File: config.mk
export PLATFORM = sky130hd
export DESIGN_NAME = oam_dma_ctrl
export DESIGN_NICKNAME = d
export VERILOG_FILES = /design/src/rtl/oam_dma_ctrl.sv
export SDC_FILE = /design/constraint.sdc
export NUM_CORES = 1
export LEC_CHECK = 0
export CAP_MARGIN = 0
export CORE_UTILIZATION = 43
export DETAILED_ROUTE_END_ITERATION = 12
export GPL_TIMING_DRIVEN = 0
export HOLD_SLACK_MARGIN = 0.1
export PLACE_DENSITY_LB_ADDON = 0.25
export SLEW_MARGIN = 20
export SYNTH_ARGS = -nofsm -noshare
export SYNTH_HDL_FRONTEND = slang
export SYNTH_SLANG_ARGS = --single-unit
File: constraint.sdc
create_clock -name i_clk -period 2.4 [get_ports i_clk]
set_input_delay 0.6 -clock i_clk [delete_from_list [all_inputs] [get_ports i_clk]]
set_output_delay 0.6 -clock i_clk [all_outputs]
set_load 0.02 [all_outputs]
File: src/rtl/oam_dma_ctrl.sv
// OAM DMA controller: halts the CPU on a write to the DMA register, then
// copies one 256-byte page to a fixed destination port as read/write pairs.
module oam_dma_ctrl #(
    parameter logic [15:0] DMA_REG_ADDR = 16'h4014,
    parameter logic [15:0] DEST_ADDR    = 16'h2004
) (
    input  logic        i_clk,
    input  logic        i_rst,
    input  logic [15:0] cpu_addr,
    input  logic [7:0]  cpu_dor,
    input  logic        cpu_rw,
    input  logic        i_ready,
    input  logic [7:0]  i_data,
    output logic        cpu_ready,
    output logic [15:0] addr,
    output logic [7:0]  dout,
    output logic        rw,
    output logic        busy
);

    localparam int unsigned BYTE_W = 8;
    localparam int unsigned ADDR_W = 16;

    typedef enum logic [2:0] {
        S_IDLE  = 3'd0,
        S_HALT  = 3'd1,
        S_ALIGN = 3'd2,
        S_READ  = 3'd3,
        S_WRITE = 3'd4
    } state_e;

    state_e              state_q, state_d;
    logic                parity_q;
    logic [BYTE_W-1:0]   page_q, page_d;
    logic [BYTE_W-1:0]   idx_q, idx_d;
    logic [BYTE_W-1:0]   buf_q, buf_d;
    logic                trigger;

    // Trigger decode looks at the raw CPU address, never the muxed bus.
    assign trigger = (cpu_rw == 1'b0) && (cpu_addr == DMA_REG_ADDR);

    // State, transfer pointers and read buffer.
    always_ff @(posedge i_clk or negedge i_rst) begin
        if (!i_rst) begin
            state_q <= S_IDLE;
            page_q  <= '0;
            idx_q   <= '0;
            buf_q   <= '0;
        end else begin
            state_q <= state_d;
            page_q  <= page_d;
            idx_q   <= idx_d;
            buf_q   <= buf_d;
        end
    end

    // Free-running cycle parity; READ is aligned so it always lands on parity 0.
    always_ff @(posedge i_clk or negedge i_rst) begin
        if (!i_rst) begin
            parity_q <= 1'b0;
        end else begin
            parity_q <= ~parity_q;
        end
    end

    // Next-state logic and datapath updates.
    always_comb begin
        state_d = state_q;
        page_d  = page_q;
        idx_d   = idx_q;
        buf_d   = buf_q;
        unique case (state_q)
            S_IDLE: begin
                if (trigger) begin
                    page_d  = cpu_dor;
                    idx_d   = '0;
                    state_d = S_HALT;
                end
            end
            S_HALT: begin
                // The CPU only stalls on a read, so wait for one.
                if (cpu_rw) begin
                    state_d = parity_q ? S_READ : S_ALIGN;
                end
            end
            S_ALIGN: begin
                state_d = S_READ;
            end
            S_READ: begin
                buf_d   = i_data;
                state_d = S_WRITE;
            end
            S_WRITE: begin
                if (idx_q == 8'hFF) begin
                    state_d = S_IDLE;
                end else begin
                    idx_d   = idx_q + 8'd1;
                    state_d = S_READ;
                end
            end
            default: begin
                state_d = S_IDLE;
            end
        endcase
    end

    // Memory bus mux: CPU owns the bus except during READ and WRITE.
    always_comb begin
        addr = cpu_addr;
        dout = cpu_dor;
        rw   = cpu_rw;
        unique case (state_q)
            S_READ: begin
                addr = ADDR_W'({page_q, idx_q});
                rw   = 1'b1;
            end
            S_WRITE: begin
                addr = DEST_ADDR;
                dout = buf_q;
                rw   = 1'b0;
            end
            default: begin
            end
        endcase
    end

    // CPU handshake and status.
    assign busy      = (state_q != S_IDLE);
    assign cpu_ready = i_ready & (state_q == S_IDLE);

endmodule

==> run_results.csv, run 1 <==
group,metric,value,unit
outcome,outcome,"finished, final reports clean",
setup_path,max_stage_delay,480,ps
global_routing,grt_pass1_vias,1530,
yosys,ys_warn_count,0,
clock_tree,cts_sinks,28,
power,swShare,0.439,
power,pwr-share-seq,0.321,
timing,maxSlewViolCount,0,
timing,hold_violations,0,
floorplan,die_h,61.8,um
clock_tree,cts-buffers-inserted,3,
cells_and_area,fin_nets,271,
yosys,synth_cell_type_count,33,
global_routing,grt.overflow.total,0,
clock_tree,cts_hold_buf,0,
detailed_routing,drt_first_pass_iters,4,
clock_tree,clk_path_buf_depth,2,
power,p_comb_frac,0.585,
setup_path,crit_path_cell_trace,"nor3b_4, nor2_4, buf_8, a22o_1, buf_4",
yosys,synth_edf_count,0,
yosys,synth_cells,156,
detailed_routing,vias_per_cell,5.50,
cells_and_area,diodes,0,
hold_path,min_path_type,"in -> async",
global_routing,antenna_found_initial,0,
setup_path,cp_slowest_cell,"dfrtp_2",
place,dpl.hpwl,3.18,mm
clock_tree,clock_latency,320,ps
timing,period_needed,2350,ps
power,switchingPower,0.00106,W
yosys,synthArstFlopShare,1.00,
floorplan,io_pins,63,
floorplan,die-area,3820,um^2
yosys,ys_seq_area_frac,0.456,
job,cap_viol_max_count,0,
setup_path,crit_path_start_kind,"flip-flop",
floorplan,coreArea,3390,um^2
yosys,avgSynthCellArea,9.86,um^2
floorplan,row_count,21,
clock_tree,clk_pin_slew,150,ps
power,p_leak,1.11,nW
power,p_int,0.00135,W
yosys,ys_seq_elements,28,
setup_path,crit_required,1800,ps
floorplan,initial_core_util,0.454,
detailed_routing,first_iter_violations,66,
setup_path,rrSetupSlack,360,ps
place,dp_cells,264,
power,irDropWorstVdd,0.563,mV
cells_and_area,mostFrequentLayoutCells,"clkdlybuf4s50_1 (34), nand2_1 (29), dfrtp_1 (25)",
floorplan,die_x,61.8,um
power,clockPowerShare,0.094,
place,post-place-ws,-700,ps
global_routing,track_usage,0.239,
power,p_per_area,1050,nW/um^2
cells_and_area,multi_input_area,830,um^2
detailed_routing,wl,4.38,mm
detailed_routing,drc,0,
detailed_routing,wl_per_cell,15.7,um
yosys,syn_nets,193,
global_routing,grt_max_degree,29,
clock_tree,cts_tree,"built",
yosys,ys.flop_type,"dfrtp_1",
timing,tightest_slew,704,ps
setup_path,end_kind,"primary output",
setup_path,arrival,1750,ps
cells_and_area,final_common_cell,"clkdlybuf4s50_1",
clock_tree,clockRootBuffer,"clkbuf_4",
place,gp_congestion,0.844,
setup_path,path_class,"reg -> out",
power,finalPower,0.00241,W
yosys,syn-cell-area,1540,um^2
clock_tree,htreeDepth,1,
timing,setup_viol,0,
setup_path,critPathMaxFanout,10,
cells_and_area,stdcell_count,279,
timing,fin_ws,54.3,ps
cells_and_area,register_area,704,um^2
cells_and_area,n_fill_cell,295,
detailed_routing,ant_nets,0,
timing,timing.slew.headroom,0.526,
cells_and_area,final_layout_size_suffix_gt1_frac,0.322,
timing,fin_skew,4.68,ps
global_routing,grt_pass1_wl,6.73,mm
detailed_routing,vias,1534,
timing,max_freq,426,MHz
cells_and_area,area_delta_synth_final,48.7,%
timing,fin_crit_sh,0.977,
place,portBuffers,62,
[worst max-delay path: cells and delay by family, from the launching register on]
kind	cells	cell delay (ps)
DFF	1	480
and+or+nand+nor	2	420
buffers and inverters	2	320
AOI/OAI and AO/OA	1	210
[cells by family after synthesis]
kind of cell	share of synthesized area
compound gates	0.159
xor+xnor	0.00570
fa+ha+maj	0.00814
buf+inv	0.0309
flops	0.456
mux	0.137
simple gates	0.203
[cell usage after synthesis (2+ instances only)]
master / n / area, um^2
a22o_1: 14 / 123
buf_2: 2 / 10.0
clkbuf_1: 4 / 15.0
dfrtp_1: 28 / 701
inv_1: 6 / 22.5
mux2_2: 16 / 180
mux2i_1: 3 / 30.0
nand2_1: 30 / 113
nand3_1: 7 / 35.0
nor2_1: 6 / 22.5
nor2b_1: 3 / 18.8
nor3_1: 4 / 20.0
nor4_1: 2 / 12.5
o211ai_1: 2 / 15.0
o21a_1: 2 / 15.0
o21ai_0: 7 / 35.0
o22ai_1: 2 / 12.5
or3_1: 3 / 18.8
[power groups by stage]
stage	combinational, W	clock (W)	sequential, W
after floorplan	0.000848	0	0.000730
after global placement	0.00133	0	0.000757
after detailed placement	0.00136	0	0.000771
after CTS	0.00141	0.000235	0.000766
after global routing	0.00152	0.000255	0.000800
final	0.00141	0.000227	0.000775
[per-stage QoR]
stage          cell area (um^2)  utilization  TNS [ps]  hold WS [ps]
4_1_cts                    2370        0.699      -193           281
3_5_place_dp               2210        0.652    -19240           416
2_1_floorplan              1540            -         0           304
5_1_grt                    2290        0.674     -32.3           296
6_report                   2290        0.674         0           266
3_3_place_gp               2220        0.654    -17380           409
[worst paths after layout]
kind / from / to / cells after the start
worst max-delay path: state_q[0] / addr[11] / 5
worst min-delay path: i_rst / idx_q[0] / 1
worst max register to register: state_q[1] / idx_q[0] / 6
worst min register to register: parity_q / parity_q / 1
max in group asynchronous: i_rst / state_q[2] / 1
min in group i_clk: parity_q / parity_q / 1
[flip-flops by register name, summed over array words and instances (netlist names)]
signal,cells
buf_q,8
idx_q,8
page_q,8
parity_q,1
state_q,3
[cell type report]
cell class,instances,area share
Buffer,6,0.0268
Clock buffer,4,0.0159
Inverter,6,0.00985
Multi-Input combinational cell,116,0.363
Sequential cell,28,0.308
Tap cell,46,0.0252
Timing Repair Buffer,73,0.251
[metal layers]
layer / GRT usage / wire, um
met1: 0.284 / 1710
met2: 0.447 / 2480
met3: 0.0311 / 144
met4: 0.0730 / 51
met5: 0 / 0
[timing repair]
item	4_1_cts	5_1_grt
pin swaps	4	4
endpoints found under the setup margin	35	34
gates resized for setup	87	38
setup buffers	7	4
Note: power is estimated with default switching activity, not from simulation.
==> run 2: changes to the inputs <==
--- a/config.mk
+++ b/config.mk
@@ -8,9 +8,11 @@
 export CAP_MARGIN = 0
 export CORE_UTILIZATION = 43
 export DETAILED_ROUTE_END_ITERATION = 12
+export GPL_ROUTABILITY_DRIVEN = 0
 export GPL_TIMING_DRIVEN = 0
 export HOLD_SLACK_MARGIN = 0.1
 export PLACE_DENSITY_LB_ADDON = 0.25
+export REMOVE_ABC_BUFFERS = 1
 export SLEW_MARGIN = 20
 export SYNTH_ARGS = -nofsm -noshare
 export SYNTH_HDL_FRONTEND = slang
==> run_results.csv, run 2 (same netlist as run 1, synthesis figures left out) <==
group,metric,value,unit
outcome,outcome,"finished, final reports clean",
power,p_comb_frac,0.615,
cells_and_area,fin_nets,275,
detailed_routing,drt_first_pass_iters,4,
timing,fin_skew,3.14,ps
timing,fin_ws,75.7,ps
power,pwr-share-seq,0.309,
clock_tree,htreeDepth,1,
global_routing,grt.overflow.total,0,
place,portBuffers,62,
detailed_routing,wl,4.52,mm
clock_tree,clk_path_buf_depth,2,
clock_tree,cts_sinks,28,
clock_tree,clk_pin_slew,150,ps
detailed_routing,vias,1546,
setup_path,end_kind,"primary output",
power,finalPower,0.00251,W
power,switchingPower,0.00109,W
setup_path,crit_path_start_kind,"flip-flop",
power,swShare,0.434,
place,post-place-ws,-910,ps
cells_and_area,n_fill_cell,290,
timing,fin_crit_sh,0.968,
detailed_routing,ant_nets,0,
floorplan,initial_core_util,0.454,
setup_path,critPathMaxFanout,7,
place,dpl.hpwl,2.95,mm
timing,period_needed,2320,ps
detailed_routing,wl_per_cell,16.0,um
detailed_routing,drc,0,
floorplan,die_h,61.8,um
global_routing,track_usage,0.254,
timing,rsz0062_at_grt,"true",
cells_and_area,final_common_cell,"clkdlybuf4s50_1",
clock_tree,cts-buffers-inserted,3,
global_routing,grt_max_degree,29,
power,clockPowerShare,0.076,
floorplan,die-area,3820,um^2
clock_tree,cts_tree,"built",
detailed_routing,vias_per_cell,5.48,
timing,hold_violations,0,
setup_path,arrival,1720,ps
cells_and_area,mostFrequentLayoutCells,"clkdlybuf4s50_1 (34), nand2_1 (29), dfrtp_1 (25)",
setup_path,crit_required,1800,ps
power,p_leak,1.14,nW
timing,timing.slew.headroom,0.469,
setup_path,path_class,"reg -> out",
global_routing,antenna_found_initial,0,
clock_tree,clock_latency,320,ps
cells_and_area,area_delta_synth_final,53.5,%
job,cap_viol_max_count,0,
global_routing,grt_pass1_vias,1542,
power,irDropWorstVdd,0.417,mV
power,p_int,0.00142,W
clock_tree,clockRootBuffer,"clkbuf_4",
floorplan,coreArea,3390,um^2
floorplan,die_x,61.8,um
hold_path,min_path_type,"in -> async",
cells_and_area,reg_top3,"buf_q x8, idx_q x8, page_q x8",
global_routing,grt_pass1_wl,6.97,mm
floorplan,row_count,21,
detailed_routing,first_iter_violations,74,
timing,max_freq,430,MHz
floorplan,io_pins,63,
cells_and_area,diodes,0,
timing,tightest_slew,788,ps
timing,maxSlewViolCount,0,
cells_and_area,final_layout_size_suffix_gt1_frac,0.335,
power,p_per_area,1060,nW/um^2
timing,setup_viol,0,
-- run 2: cell types whose count changed in the layout (fill, tap and decap cells not counted), moves of 2 or more --
cell	delta
buf_8	-2
clkbuf_2	+6
buf_6	+10
buf_2	-13
buf_4	+3
-- run 2: power by group through the flow --
stage                     combinational [W]  sequential (W)  clock, W
after global routing                0.00167        0.000795  0.000215
final                               0.00154        0.000774  0.000192
after detailed placement            0.00134        0.000769         0
after global placement              0.00131        0.000751         0
after floorplan                    0.000824        0.000730         0
after CTS                           0.00147        0.000773  0.000201
-- run 2: repair_timing --
action	in CTS	in global routing
hold buffers	0	0
resized for setup	62	63
setup buffers	17	3
pin swaps	5	3
endpoints found under the setup margin	36	32
gates cloned	1	0
-- run 2: critical path, cell delays in order, from the launching register on --
cell	delay, ps
dfrtp_2	490
nor3b_4	260
buf_6	150
nor2_4	30
buf_4	150
a22o_1	190
buf_6	130
-- run 2: metrics by stage --
step,TNS (ps),cell area (um^2),std cells,hold slack [ps],utilization
finish,0,2360,282,271,0.696
floorplan,-6700,1510,150,304,-
global route,-44.2,2360,282,306,0.696
global placement,-36350,2190,258,408,0.646
CTS,-1060,2400,279,285,0.707
detailed placement,-21530,2190,258,411,0.647
-- run 2: area by class of cell --
type                       count  area, um^2  share of cell area
clock buffer                   3        22.5             0.00954
inverter                       6        22.5             0.00954
multi-input combinational    117         845               0.358
sequential                    28         704               0.299
tap                           46        57.6              0.0244
timing repair buffer          82         708               0.300
-- run 2: worst paths after layout --
kind	startpoint	to	slack [ps]	cells after the start
max	state_q[1]	addr[4]	80	6
min	i_rst	buf_q[6]	270	1
max reg2reg	idx_q[0]	idx_q[7]	300	5
min reg2reg	parity_q	parity_q	440	1
max in group asynchronous	i_rst	state_q[2]	1690	1
min in group i_clk	parity_q	parity_q	440	1
-- run 2: layer usage --
layer  wire length, um  GRT usage  up-vias
met5                 0          0        -
li1                  -          -      734
met2              2360      0.452       59
met4                49     0.0762        0
met1              1840      0.308      747
met3               276     0.0538        6
==> run 3: changes to the inputs <==
--- a/config.mk
+++ b/config.mk
@@ -6,7 +6,7 @@
 export NUM_CORES = 1
 export LEC_CHECK = 0
 export CAP_MARGIN = 0
-export CORE_UTILIZATION = 43
+export CORE_UTILIZATION = 45
 export DETAILED_ROUTE_END_ITERATION = 12
 export GPL_ROUTABILITY_DRIVEN = 0
 export GPL_TIMING_DRIVEN = 0
==> constraint.sdc (replaced) <==
create_clock -name i_clk -period 2.9 [get_ports i_clk]
set_input_delay 0.725 -clock i_clk [delete_from_list [all_inputs] [get_ports i_clk]]
set_output_delay 0.725 -clock i_clk [all_outputs]
set_load 0.02 [all_outputs]
==> run_results.csv, run 3 (same netlist as run 1, synthesis figures left out) <==
group,metric,value,unit
floorplan,coreArea,3150,um^2
cells_and_area,n_fill_cell,244,
timing,rsz0062_at_grt,"false",
floorplan,die_x,60.5,um
power,p_comb_frac,0.565,
global_routing,grt_pass1_wl,6.87,mm
floorplan,io_pins,63,
cells_and_area,stdcell_count,266,
place,dpl.hpwl,3.13,mm
setup_path,reg2reg_from,"state_q[0]",
cells_and_area,diodes,0,
detailed_routing,vias_per_cell,5.68,
floorplan,initial_core_util,0.488,
power,switchingPower,0.000870,W
clock_tree,clock_latency,330,ps
global_routing,grt.overflow.total,0,
floorplan,die_h,60.5,um
clock_tree,clk_path_buf_depth,2,
global_routing,antenna_found_initial,0,
outcome,outcome,"finished, final reports clean",
clock_tree,htreeDepth,1,
power,p_per_area,889,nW/um^2
setup_path,rrSetupSlack,790,ps
timing,timing.slew.headroom,0.554,
timing,setup_viol,0,
setup_path,cp_slowest_cell,"clkdlybuf4s50_1",
place,dp_cells,257,
timing,max_freq,355,MHz
setup_path,end_kind,"primary output",
detailed_routing,wl,4.41,mm
clock_tree,cts_tree,"built",
setup_path,critPathMaxFanout,14,
place,portBuffers,62,
setup_path,reg2reg_to,"page_q[6]",
timing,period_needed,2820,ps
cells_and_area,fin_nets,260,
setup_path,path_class,"reg -> out",
timing,tightest_slew,662,ps
setup_path,crit_required,2170,ps
global_routing,track_usage,0.258,
floorplan,die-area,3650,um^2
timing,fin_crit_sh,0.972,
setup_path,crit_path_start_kind,"flip-flop",
clock_tree,clk_pin_slew,150,ps
clock_tree,clockRootBuffer,"clkbuf_4",
setup_path,path_delay_family,"buffers and inverters",
global_routing,grt_pass1_vias,1473,
detailed_routing,ant_nets,0,
global_routing,grt_max_degree,29,
power,swShare,0.419,
cells_and_area,area_delta_synth_final,51.9,%
setup_path,path_buf_inv,1,
job,cap_viol_max_count,0,
power,p_leak,1.13,nW
power,irDropWorstVdd,0.386,mV
timing,hold_violations,0,
power,pwr-share-seq,0.311,
setup_path,arrival,2090,ps
timing,maxSlewViolCount,0,
detailed_routing,wl_per_cell,16.6,um
setup_path,cp.depth,3,
hold_path,min_path_type,"in -> async",
detailed_routing,first_iter_violations,106,
cells_and_area,final_common_cell,"clkdlybuf4s50_1",
detailed_routing,drt_first_pass_iters,5,
clock_tree,cts_sinks,28,
setup_path,max_stage_delay,540,ps
clock_tree,cts-buffers-inserted,3,
floorplan,row_count,20,
place,placed_area,2200,um^2
detailed_routing,drc,0,
cells_and_area,fin_area,2340,um^2
power,p_int,0.00121,W
power,clockPowerShare,0.124,
setup_path,crit_path_cell_trace,"or3b_4, a21o_1, clkdlybuf4s50_1",
setup_path,rr_worst_depth,3,
cells_and_area,mostFrequentLayoutCells,"clkdlybuf4s50_1 (43), nand2_1 (30), dfrtp_1 (25)",
detailed_routing,vias,1511,
cells_and_area,multi_input_area,821,um^2
cells_and_area,final_layout_size_suffix_gt1_frac,0.167,
setup_path,crit_start,"state_q[0]",
cells_and_area,register_area,704,um^2
setup_path,cp-endpoint,"rw",
timing,fin_skew,3.16,ps
cells_and_area,reg_top3,"buf_q x8, idx_q x8, page_q x8",
run 3: changes by cell type in the layout (fill, tap and decap cells not counted), moves of 7 or more:
| cell | delta |
|---|---|
| buf_6 | -10 |
| buf_2 | -7 |
| clkbuf_2 | -11 |
| dlymetal6s2s_1 | +7 |
| dlygate4sd2_1 | +10 |
| clkdlybuf4s50_1 | +9 |
| buf_4 | -12 |
run 3: layer usage:
metal  up-vias  wire length (um)  part of all wire  track usage
met5         -                 0                 0            0
met4         0               161             0.036        0.149
met3        16               217             0.049       0.0341
met2        64              2270              0.51        0.432
met1       728              1760              0.40        0.320
li1        703                 -                 -            -
run 3: power by group through the flow:
stage | Combinational [W] | Sequential, W | Clock, W
finish | 0.00117 | 0.000645 | 0.000258
global route | 0.00126 | 0.000660 | 0.000278
CTS | 0.00116 | 0.000640 | 0.000264
detailed placement | 0.00112 | 0.000638 | 0
global placement | 0.00108 | 0.000621 | 0
floorplan | 0.000682 | 0.000604 | 0
run 3: worst min path at each step:
stage,startpoint,end,slack (ps),depth (start not counted)
finish,i_rst,idx_q[5],390,1
global route,i_rst,idx_q[2],420,1
CTS,i_rst,idx_q[4],400,1
detailed placement,parity_q,parity_q,420,1
global placement,parity_q,parity_q,410,1
floorplan,parity_q,parity_q,390,1
run 3: area by class of cell:
cell class	count	area share
Sequential cell	28	0.302
Tap cell	44	0.0236
Inverter	6	0.00964
Multi-Input combinational cell	116	0.351
Timing Repair Buffer	68	0.291
Clock inverter	1	0.0129
Clock buffer	3	0.00964
run 3: per-stage QoR:
step	hold slack (ps)	setup TNS (ps)	worst slack [ps]	total power, W	util
6_report	386	0	81.1	0.00208	0.741
5_1_grt	415	0	1.64	0.00220	0.741
4_1_cts	395	0	0.351	0.00206	0.733
3_5_place_dp	416	-7110	-510	0.00175	0.697
3_3_place_gp	412	-19640	-1270	0.00170	0.694
2_1_floorplan	395	-1200	-85.5	0.00129	-
run 3: what timing repair did:
item,CTS,global route
gates resized for setup,18,8
hold buffers,0,0
endpoints found under the setup margin,25,10
buffers inserted,5,0
pin swaps,3,0
